File: src/rtl/mem_bus_ctrl.sv
// Data-side bus controller: decodes CPU loads/stores into data RAM, local I/O registers and a handshaked peripheral port.
// Stalls the datapath (cpu_enable=0) for one cycle on RAM reads and until ack/timeout on peripheral accesses.
module mem_bus_ctrl #(
    parameter int          DMEM_WORDS = 256,
    parameter logic [31:0] DMEM_BASE  = 32'h10010000,
    parameter logic [31:0] IO_BASE    = 32'hFFFF0000,
    parameter int          TIMEOUT    = 15
) (
    input  logic                          clk,
    input  logic                          reset,
    input  logic [31:0]                   cpu_addr,
    input  logic [31:0]                   cpu_wdata,
    input  logic                          cpu_wr,
    input  logic                          cpu_rd,
    output logic [31:0]                   cpu_rdata,
    output logic                          cpu_enable,
    output logic [$clog2(DMEM_WORDS)-1:0] dmem_addr,
    output logic                          dmem_we,
    output logic [31:0]                   dmem_wdata,
    input  logic [31:0]                   dmem_rdata,
    output logic                          per_req,
    output logic                          per_we,
    output logic [3:0]                    per_addr,
    output logic [31:0]                   per_wdata,
    input  logic                          per_ack,
    input  logic [31:0]                   per_rdata,
    output logic [15:0]                   led_out,
    output logic                          bus_error
);

    localparam int          AW       = $clog2(DMEM_WORDS);
    localparam int          CW       = $clog2(TIMEOUT + 1);
    localparam logic [31:0] DMEM_END = DMEM_BASE + 32'(4 * DMEM_WORDS);

    typedef enum logic [1:0] {
        S_IDLE,
        S_DMEM_RD,
        S_PER_WAIT,
        S_DONE
    } state_t;

    state_t         state_q, state_d;
    logic [CW-1:0]  wait_q, wait_d;
    logic [31:0]    rdata_q, rdata_d;
    logic [15:0]    led_q, led_d;
    logic           err_q, err_d;
    logic [31:0]    cyc_q;

    logic [31:0] io_off;
    logic        aligned, access, in_dmem, in_led, in_cyc, in_per;

    // Simultaneous rd+wr resolves to a write, so only cpu_wr selects direction.
    assign io_off  = cpu_addr - IO_BASE;
    assign aligned = (cpu_addr[1:0] == 2'b00);
    assign access  = cpu_rd | cpu_wr;
    assign in_dmem = aligned && (cpu_addr >= DMEM_BASE) && (cpu_addr < DMEM_END);
    assign in_led  = aligned && (io_off == 32'h0);
    assign in_cyc  = aligned && (io_off == 32'h4);
    assign in_per  = aligned && (io_off[31:6] == 26'd1);

    assign dmem_addr  = cpu_addr[AW+1:2];
    assign dmem_wdata = cpu_wdata;
    assign per_we     = cpu_wr;
    assign per_addr   = cpu_addr[5:2];
    assign per_wdata  = cpu_wdata;
    assign led_out    = led_q;
    assign bus_error  = err_q;

    always_comb begin
        state_d    = state_q;
        wait_d     = wait_q;
        rdata_d    = rdata_q;
        led_d      = led_q;
        err_d      = err_q;
        cpu_rdata  = 32'h0;
        cpu_enable = 1'b1;
        dmem_we    = 1'b0;
        per_req    = 1'b0;

        case (state_q)
            S_IDLE: begin
                if (access) begin
                    if (in_dmem) begin
                        if (cpu_wr) begin
                            dmem_we = 1'b1;
                        end else begin
                            cpu_enable = 1'b0;
                            state_d    = S_DMEM_RD;
                        end
                    end else if (in_led) begin
                        if (cpu_wr) led_d = cpu_wdata[15:0];
                        else        cpu_rdata = {16'h0, led_q};
                    end else if (in_cyc) begin
                        if (!cpu_wr) cpu_rdata = cyc_q;
                    end else if (in_per) begin
                        cpu_enable = 1'b0;
                        wait_d     = '0;
                        state_d    = S_PER_WAIT;
                    end else begin
                        err_d = 1'b1;
                    end
                end
            end
            S_DMEM_RD: begin
                cpu_rdata = dmem_rdata;
                state_d   = S_IDLE;
            end
            S_PER_WAIT: begin
                per_req    = 1'b1;
                cpu_enable = 1'b0;
                if (per_ack) begin
                    rdata_d = per_rdata;
                    state_d = S_DONE;
                end else if (wait_q == CW'(TIMEOUT - 1)) begin
                    rdata_d = 32'hDEADBEEF;
                    err_d   = 1'b1;
                    state_d = S_DONE;
                end else begin
                    wait_d = wait_q + 1'b1;
                end
            end
            S_DONE: begin
                cpu_rdata = cpu_wr ? 32'h0 : rdata_q;
                state_d   = S_IDLE;
            end
            default: state_d = S_IDLE;
        endcase

        // Side-effecting strobes must never reach the bus while reset is held.
        if (reset) begin
            dmem_we = 1'b0;
            per_req = 1'b0;
        end
    end

    always_ff @(posedge clk) begin
        if (reset) begin
            state_q <= S_IDLE;
            wait_q  <= '0;
            rdata_q <= 32'h0;
            led_q   <= 16'h0;
            err_q   <= 1'b0;
            cyc_q   <= 32'h0;
        end else begin
            state_q <= state_d;
            wait_q  <= wait_d;
            rdata_q <= rdata_d;
            led_q   <= led_d;
            err_q   <= err_d;
            cyc_q   <= cyc_q + 32'd1;
        end
    end

endmodule
File: config.mk
export PLATFORM = sky130hd
export DESIGN_NAME = mem_bus_ctrl
export DESIGN_NICKNAME = d
export VERILOG_FILES = /design/src/rtl/mem_bus_ctrl.sv
export SDC_FILE = /design/constraint.sdc
export NUM_CORES = 1
export LEC_CHECK = 0
export CAP_MARGIN = 5
export CORE_AREA = 2 2 126 128
export CTS_CLUSTER_DIAMETER = 60
export DETAILED_ROUTE_END_ITERATION = 10
export DIE_AREA = 0 0 128 130
export PLACE_DENSITY = 0.7
export SYNTH_ARGS = -nofsm -noshare
export SYNTH_HDL_FRONTEND = slang
export SYNTH_SLANG_ARGS = --single-unit
export TNS_END_PERCENT = 50
File: constraint.sdc
create_clock -name clk -period 5.1 [get_ports clk]
set_input_delay 1.02 -clock clk [delete_from_list [all_inputs] [get_ports clk]]
set_output_delay 1.02 -clock clk [all_outputs]
set_load 0.03 [all_outputs]
==> flow_summary.toml, run 1 <==
[setup_path]
crit_path_frequent_cell = "clkdlybuf4s50_1"
end_kind = "output pin"
crit_arrival_ps = 3980
r2r_cells = 5
path_class = "input pin to output pin"
path_max_fanout = 12
critical-path-max-stage-delay_ps = 590
start_kind = "input pin"
critPathSlowestCell = "clkdlybuf4s50_1"
path_depth = 8
path_delay_family = "buffers and inverters"
crit_chain = "clkdlybuf4s50_1 > or4_4 > or3_1 > o211a_1 > buf_4 > a31oi_1 > a21bo_2 > clkdlybuf4s50_1"
required_ps = 4080
crit_buf_inv = 3
r2r_slack_ps = 2590

[synthesis]
ys.flop_type = "dfxtp_1"
ys_types = 56
synth-compound-area-share_pct = 28.78
ys_ff_latch = 87
yosys_warnings = 0
synthAdderAreaFrac_pct = 0.7160
async_flop_share_pct = 0
synth-edff-count = 0
syn_nets = 749
syn_inst = 613
synthMuxAreaShare_pct = 0.2148
netlist_area_um2 = 5243
synth_top_family_by_area = "compound AO/OA/AOI/OAI gates"
syn_avg_cell_area_um2 = 8.552
synth_xor_area_share_pct = 3.508
synthSimpleGateAreaFrac_pct = 17.71
synth_seq_area_share_pct = 33.22

[layout]
num_antenna_cells = 0
area_growth_syn_to_layout_pct = 38.76
finish.net_count = 866
fin_cells = 927
layout-drive-gt1-share_pct = 10.75
fillers = 1485

[timing]
relSlewSlack_pct = 26.78
period_needed_ps = 5001
grt_setup_unrepaired = "false"
fin_worst_skew_ps = 7.484
drv_slew = 0
worst_pin_slew_ps = 1097
hold_violations = 0
setup_viol = 0
period_share_pct = 98.05
max_clock_freq_mhz = 200.0
fin_tns_setup_ps = 0

[grt]
grt_start_max_net_pins = 43
grt_pass1_vias = 4704
antenna_found_initial = 0
top_usage_layer = "met2"
track_usage_pct = 20.03
gr-usage-met3_pct = 3.608
grt_pass1_wl_mm = 25.89
grt_remaining_overflow = 0
grtUsageMet1_pct = 25.72
use_met2_pct = 34.57

[clock_tree]
cts_setup_buffers = 0
cts_sinks = 87
numCtsBuffers = 9
path_clk_slew_ps = 70
cts_max_level = 3
clk_latency_ps = 330
cts_resized = 0
cts_tree = "done"
cts_buffer_depth = 2
root_buffer = "clkbuf_16"
hold_buffers = 0

[floorplanning]
die_x_um = 128
dieHeight_um = 130
rows = 46
die-area_um2 = 16640
num_io_pins = 262
core_um2 = 15420
start_util_pct = 33.99

[detailed_routing]
drtIter0Drc = 324
ant_nets = 0
viasPerCell = 5.348
route.detailed.drc = 0
wl_per_cell_um = 18.54
drt-total-wl_mm = 17.19
num_vias = 4958
drt_first_pass_iters = 5

[job]
cap_viol_max_count = 0

[power]
power_frac_seq_pct = 40.6
switchingPower_w = 0.0003774
leakagePower_nw = 2.812
pwr_density_cell_nw_per_um2 = 232.0
power.share.switching_pct = 22.36
ir_drop_mv = 0.1451
power_w = 0.001688
combinationalPowerShare_pct = 13.4
clockPowerShare_pct = 46.0
p_int_w = 0.001310

[hold_path]
min_path_type = "flip-flop to flip-flop"
min_path_cells = 1

[placement]
gp_congestion = 0.8672
place_inst = 911
io_buffers = 213
place_hpwl_mm = 13.05

[status]
status = "completed"
area by class of cell:
cell class	instances	area, µm²	area share (%)
well taps	192	240.2	3.302
clock inverters	5	103.9	1.428
clock buffers	11	252.7	3.474
repair buffers	225	2210	30.37
multi-input cells	394	2678	36.81
flip-flops and latches	87	1742	23.94
inverters	13	48.80	0.6708
state kept, by name, summed over array words and instances (netlist names):
signal	cells
wait_q	4
cyc_q	32
led_out	16
bus_error	1
rdata_q	32
state_q	2
per-layer routing:
metal  vias to the layer above  share of wire, %
li1                       2438                 -
met1                      2331                43
met2                       172                49
met3                        17               6.1
met4                         0               1.5
met5                         -                 0
layout by cell type (no fill, tap or decap), types with 17 or more instances in the layout:
master / count
a22o_1: 32
a21oi_1: 30
buf_4: 23
o221a_2: 24
nand3_1: 31
clkdlybuf4s50_1: 199
a21o_1: 17
a31oi_1: 18
nand2_1: 22
o21ai_0: 27
dfxtp_1: 87
nor2_1: 41
cells in the mapped netlist, types with 14 or more instances:
master / n / area share (%)
a21bo_1: 14 / 2.7
a21o_1: 17 / 2.4
a21oi_1: 30 / 2.9
a22o_1: 32 / 5.3
a31oi_1: 18 / 2.1
buf_4: 78 / 11
clkbuf_1: 30 / 2.1
dfxtp_1: 87 / 33
nand2_1: 22 / 1.6
nand3_1: 31 / 3.0
nor2_1: 43 / 3.1
o21ai_0: 27 / 2.6
o221a_2: 24 / 5.2
cells by family after synthesis:
group                    after synthesis
buffers and inverters                132
XOR/XNOR                              21
flip-flops                            87
AO/OA/AOI/OAI                        198
multiplexers                           1
adder cells (fa/ha/maj)                3
AND/OR/NAND/NOR                      171
power groups by stage:
stage / registers, W / clock network [W] / logic (W)
finish: 0.000685 / 0.000777 / 0.000225
detailed placement: 0.000701 / 0 / 0.000226
global route: 0.000686 / 0.000820 / 0.000238
global placement: 0.000701 / 0 / 0.000226
floorplan: 0.000702 / 0 / 0.000148
CTS: 0.000685 / 0.000790 / 0.000227
worst paths after layout:
path	end	start
hold reg to reg	cyc_q[0]$_SDFF_PP0_	cyc_q[0]$_SDFF_PP0_
setup / recovery	cpu_rdata[10]	cpu_addr[12]
hold / removal	cyc_q[0]$_SDFF_PP0_	cyc_q[0]$_SDFF_PP0_
setup reg to reg	cyc_q[31]$_SDFF_PP0_	cyc_q[2]$_SDFF_PP0_
metrics by stage:
step / setup WS [ps] / hold WS (ps) / instance area [µm²] / utilization (%)
after detailed placement: 114.7 / 450.1 / 6918 / 44.85
after global routing: 3.038 / 473.1 / 7274 / 47.16
after global placement: 168.5 / 440.1 / 6918 / 44.85
after floorplan: 998.0 / 426.1 / 5243 / -
final: 99.29 / 471.7 / 7274 / 47.16
after CTS: 111.4 / 465.4 / 7274 / 47.16
Note: power is estimated with default switching activity, not from simulation.
==> run 2, diff against run 1 <==
--- a/config.mk
+++ b/config.mk
@@ -5,12 +5,14 @@
 export SDC_FILE = /design/constraint.sdc
 export NUM_CORES = 1
 export LEC_CHECK = 0
+export ABC_AREA = 1
 export CAP_MARGIN = 5
-export CORE_AREA = 2 2 126 128
+export CORE_AREA = 2 2 134 136
 export CTS_CLUSTER_DIAMETER = 60
 export DETAILED_ROUTE_END_ITERATION = 10
-export DIE_AREA = 0 0 128 130
-export PLACE_DENSITY = 0.7
+export DIE_AREA = 0 0 136 138
+export PLACE_DENSITY = 0.68
+export REMOVE_ABC_BUFFERS = 1
 export SYNTH_ARGS = -nofsm -noshare
 export SYNTH_HDL_FRONTEND = slang
 export SYNTH_SLANG_ARGS = --single-unit
==> run 2 against run 1 <==
Against the previous run: maximum frequency rose by 6.6%; wire length is 22% higher; sequential share of layout area shrank 2.4 points; flip-flop and latch count did not move; sequential power barely moved; largest cell class unchanged.
==> flow_summary.toml, run 2 <==
[setup_path]
path_class = "input pin to output pin"
path_max_fanout = 18
crit_chain = "clkdlybuf4s50_1 > nand2_1 > nor2_2 > nand2_1 > nor2_4 > nand2_4 > inv_2 > nand2_4 > nor2_4 > inv_2 > o21ai_1 > clkdlybuf4s50_1"
r2r_slack_ps = 2380
start_kind = "input pin"
crit_arrival_ps = 3670
crit_start = "cpu_addr[23]"
r2r_cells = 6
timing.rr.end = "rdata_q[2]$_SDFFE_PP0P_"
required_ps = 4080
critPathSlowestCell = "clkdlybuf4s50_1"
path_delay_family = "buffers and inverters"
crit_buf_inv = 4
end_kind = "output pin"
reg2reg_from = "state_q[1]$_SDFFE_PP0P_"
critical-path-max-stage-delay_ps = 680

[hold_path]
hp-start = "bus_error$_SDFFE_PP0P_"
min_path_type = "flip-flop to flip-flop"
hold_end = "bus_error$_SDFFE_PP0P_"
min_path_cells = 2

[synthesis]
syn_avg_cell_area_um2 = 6.704
synth_xor_area_share_pct = 0.7331
async_flop_share_pct = 0
ys_top_cells_by_area = "dfxtp_1 29%, buf_4 9.7%, nand2_1 9.6%"
synth_seq_area_share_pct = 29.16
syn_inst = 891
synth_top_family_by_area = "simple AND/OR/NAND/NOR gates"
ys_types = 46
synth_top_cells_by_count = "152 x nand2_1, 117 x inv_1, 87 x dfxtp_1, 77 x buf_4"
synthSimpleGateAreaFrac_pct = 30.67
yosysMostFrequentCell = "nand2_1"
synthMuxAreaShare_pct = 0
netlist_area_um2 = 5973
yosys_warnings = 0
ys_ff_latch = 87
synth_top_area_cell = "dfxtp_1"
synth-compound-area-share_pct = 17.99
ys.flop_type = "dfxtp_1"
synthAdderAreaFrac_pct = 0.6284
synth-edff-count = 0
yosys.area.top_type_share_pct = 29.16

[job]
cap_viol_max_count = 0

[timing]
hold_violations = 0
grt_setup_unrepaired = "false"
relSlewSlack_pct = 26.07
drv_slew = 0
fin_worst_skew_ps = 8.023
worst_pin_slew_ps = 1107
period_needed_ps = 4693
setup_viol = 0
period_share_pct = 92.02
fin_tns_setup_ps = 0
max_clock_freq_mhz = 213.1

[grt]
grt_remaining_overflow = 0
grt_pass1_wl_mm = 32.62
grt_pass1_vias = 6173
grt_start_max_net_pins = 62
track_usage_pct = 22.25
antenna_found_initial = 0

[layout]
fillers = 1827
area_growth_syn_to_layout_pct = 35.06
num_antenna_cells = 0
layout_common_cells = "183 x clkdlybuf4s50_1, 152 x nand2_1, 117 x inv_1"
multi_input_area_um2 = 2990
layout-drive-gt1-share_pct = 9.852
finish.utilization_pct = 46.01
fin_cells = 1244
finish.net_count = 1147
regArea_um2 = 1742
final_common_cell = "clkdlybuf4s50_1"

[clock_tree]
path_clk_slew_ps = 60
cts_buffer_depth = 2
cts_resized = 0
numCtsBuffers = 9
cts_max_level = 3
root_buffer = "clkbuf_16"
hold_buffers = 0
cts_setup_buffers = 0
clk_latency_ps = 350
cts_sinks = 87
cts_tree = "done"

[power]
ir_drop_mv = 0.2017
power_frac_seq_pct = 41.4
power.share.switching_pct = 24.35
clockPowerShare_pct = 43.1
pwr_density_cell_nw_per_um2 = 204.9
switchingPower_w = 0.0004025
leakagePower_nw = 3.321
combinationalPowerShare_pct = 15.4
p_int_w = 0.001251

[detailed_routing]
drtIter0Drc = 452
ant_nets = 0
drt_first_pass_iters = 5
wl_per_cell_um = 16.91
drt-total-wl_mm = 21.04
num_vias = 6315
route.detailed.drc = 0
viasPerCell = 5.076

[status]
status = "completed"

[floorplanning]
dieHeight_um = 138
die_x_um = 136
die-area_um2 = 18770
core_um2 = 17530
num_io_pins = 262
start_util_pct = 34.07
rows = 49

[placement]
place_inst = 1229
io_buffers = 213
gp_congestion = 0.8951
place_hpwl_mm = 15.76
run 2: cell types whose count changed in the layout (fill, tap and decap cells not counted), moves of 29 or more:
cell,delta
a22o_1,-32
inv_1,+104
nand2_1,+130
nand3_1,+44
nor2_1,+33
o21ai_1,+29
run 2: final cells by class:
| cell class | instances | area share (%) |
|---|---|---|
| inverters | 132 | 6.141 |
| flip-flops and latches | 87 | 21.59 |
| repair buffers | 224 | 27.76 |
| clock buffers | 12 | 3.055 |
| multi-input cells | 557 | 37.07 |
| clock inverters | 3 | 0.8375 |
| well taps | 229 | 3.551 |
run 2: worst max path at each step:
stage | end | cells past startpoint
2_1_floorplan | cpu_rdata[16] | 6
3_3_place_gp | cpu_rdata[25] | 12
3_5_place_dp | cpu_rdata[25] | 12
4_1_cts | cpu_rdata[25] | 12
5_1_grt | cpu_rdata[20] | 12
6_report | cpu_rdata[25] | 12
run 2: cell families after synthesis:
family	count (synthesis)
AND/OR/NAND/NOR	384
buffers and inverters	247
AO/OA/AOI/OAI	165
flip-flops	87
XOR/XNOR	5
adder cells (fa/ha/maj)	3
run 2: layer usage:
metal / share of wire (%) / wire [µm] / global-route usage (%)
met2: 44 / 9153 / 34.22
met3: 9.7 / 2046 / 8.031
met4: 2.6 / 555 / 8.553
met1: 44 / 9280 / 28.29
met5: 0 / 0 / 0.5291
run 2: worst min-delay path, stage by stage (launching register included):
cell,delay (ps)
dfxtp_1,310
inv_1,50
a21oi_1,50
run 2: power by group through the flow:
stage                     Combinational [W]  Sequential (W)  Clock [W]
final                              0.000255        0.000685   0.000713
after global routing               0.000272        0.000684   0.000754
after CTS                          0.000256        0.000684   0.000729
after detailed placement           0.000254        0.000700          0
after global placement             0.000254        0.000700          0
after floorplan                   0.0000469        0.000701          0
run 2: per-stage QoR:
| stage | worst slack [ps] | total power [W] | instance area, µm² | hold WS (ps) |
|---|---|---|---|---|
| after floorplan | 1487 | 0.0007475 | 5225 | 429.7 |
| after global placement | 445.0 | 0.0009543 | 7754 | 447.9 |
| after detailed placement | 409.4 | 0.0009534 | 7754 | 456.2 |
| after CTS | 407.0 | 0.001669 | 8068 | 465.1 |
| after global routing | 198.4 | 0.001711 | 8068 | 478.0 |
| final | 407.2 | 0.001653 | 8068 | 461.1 |
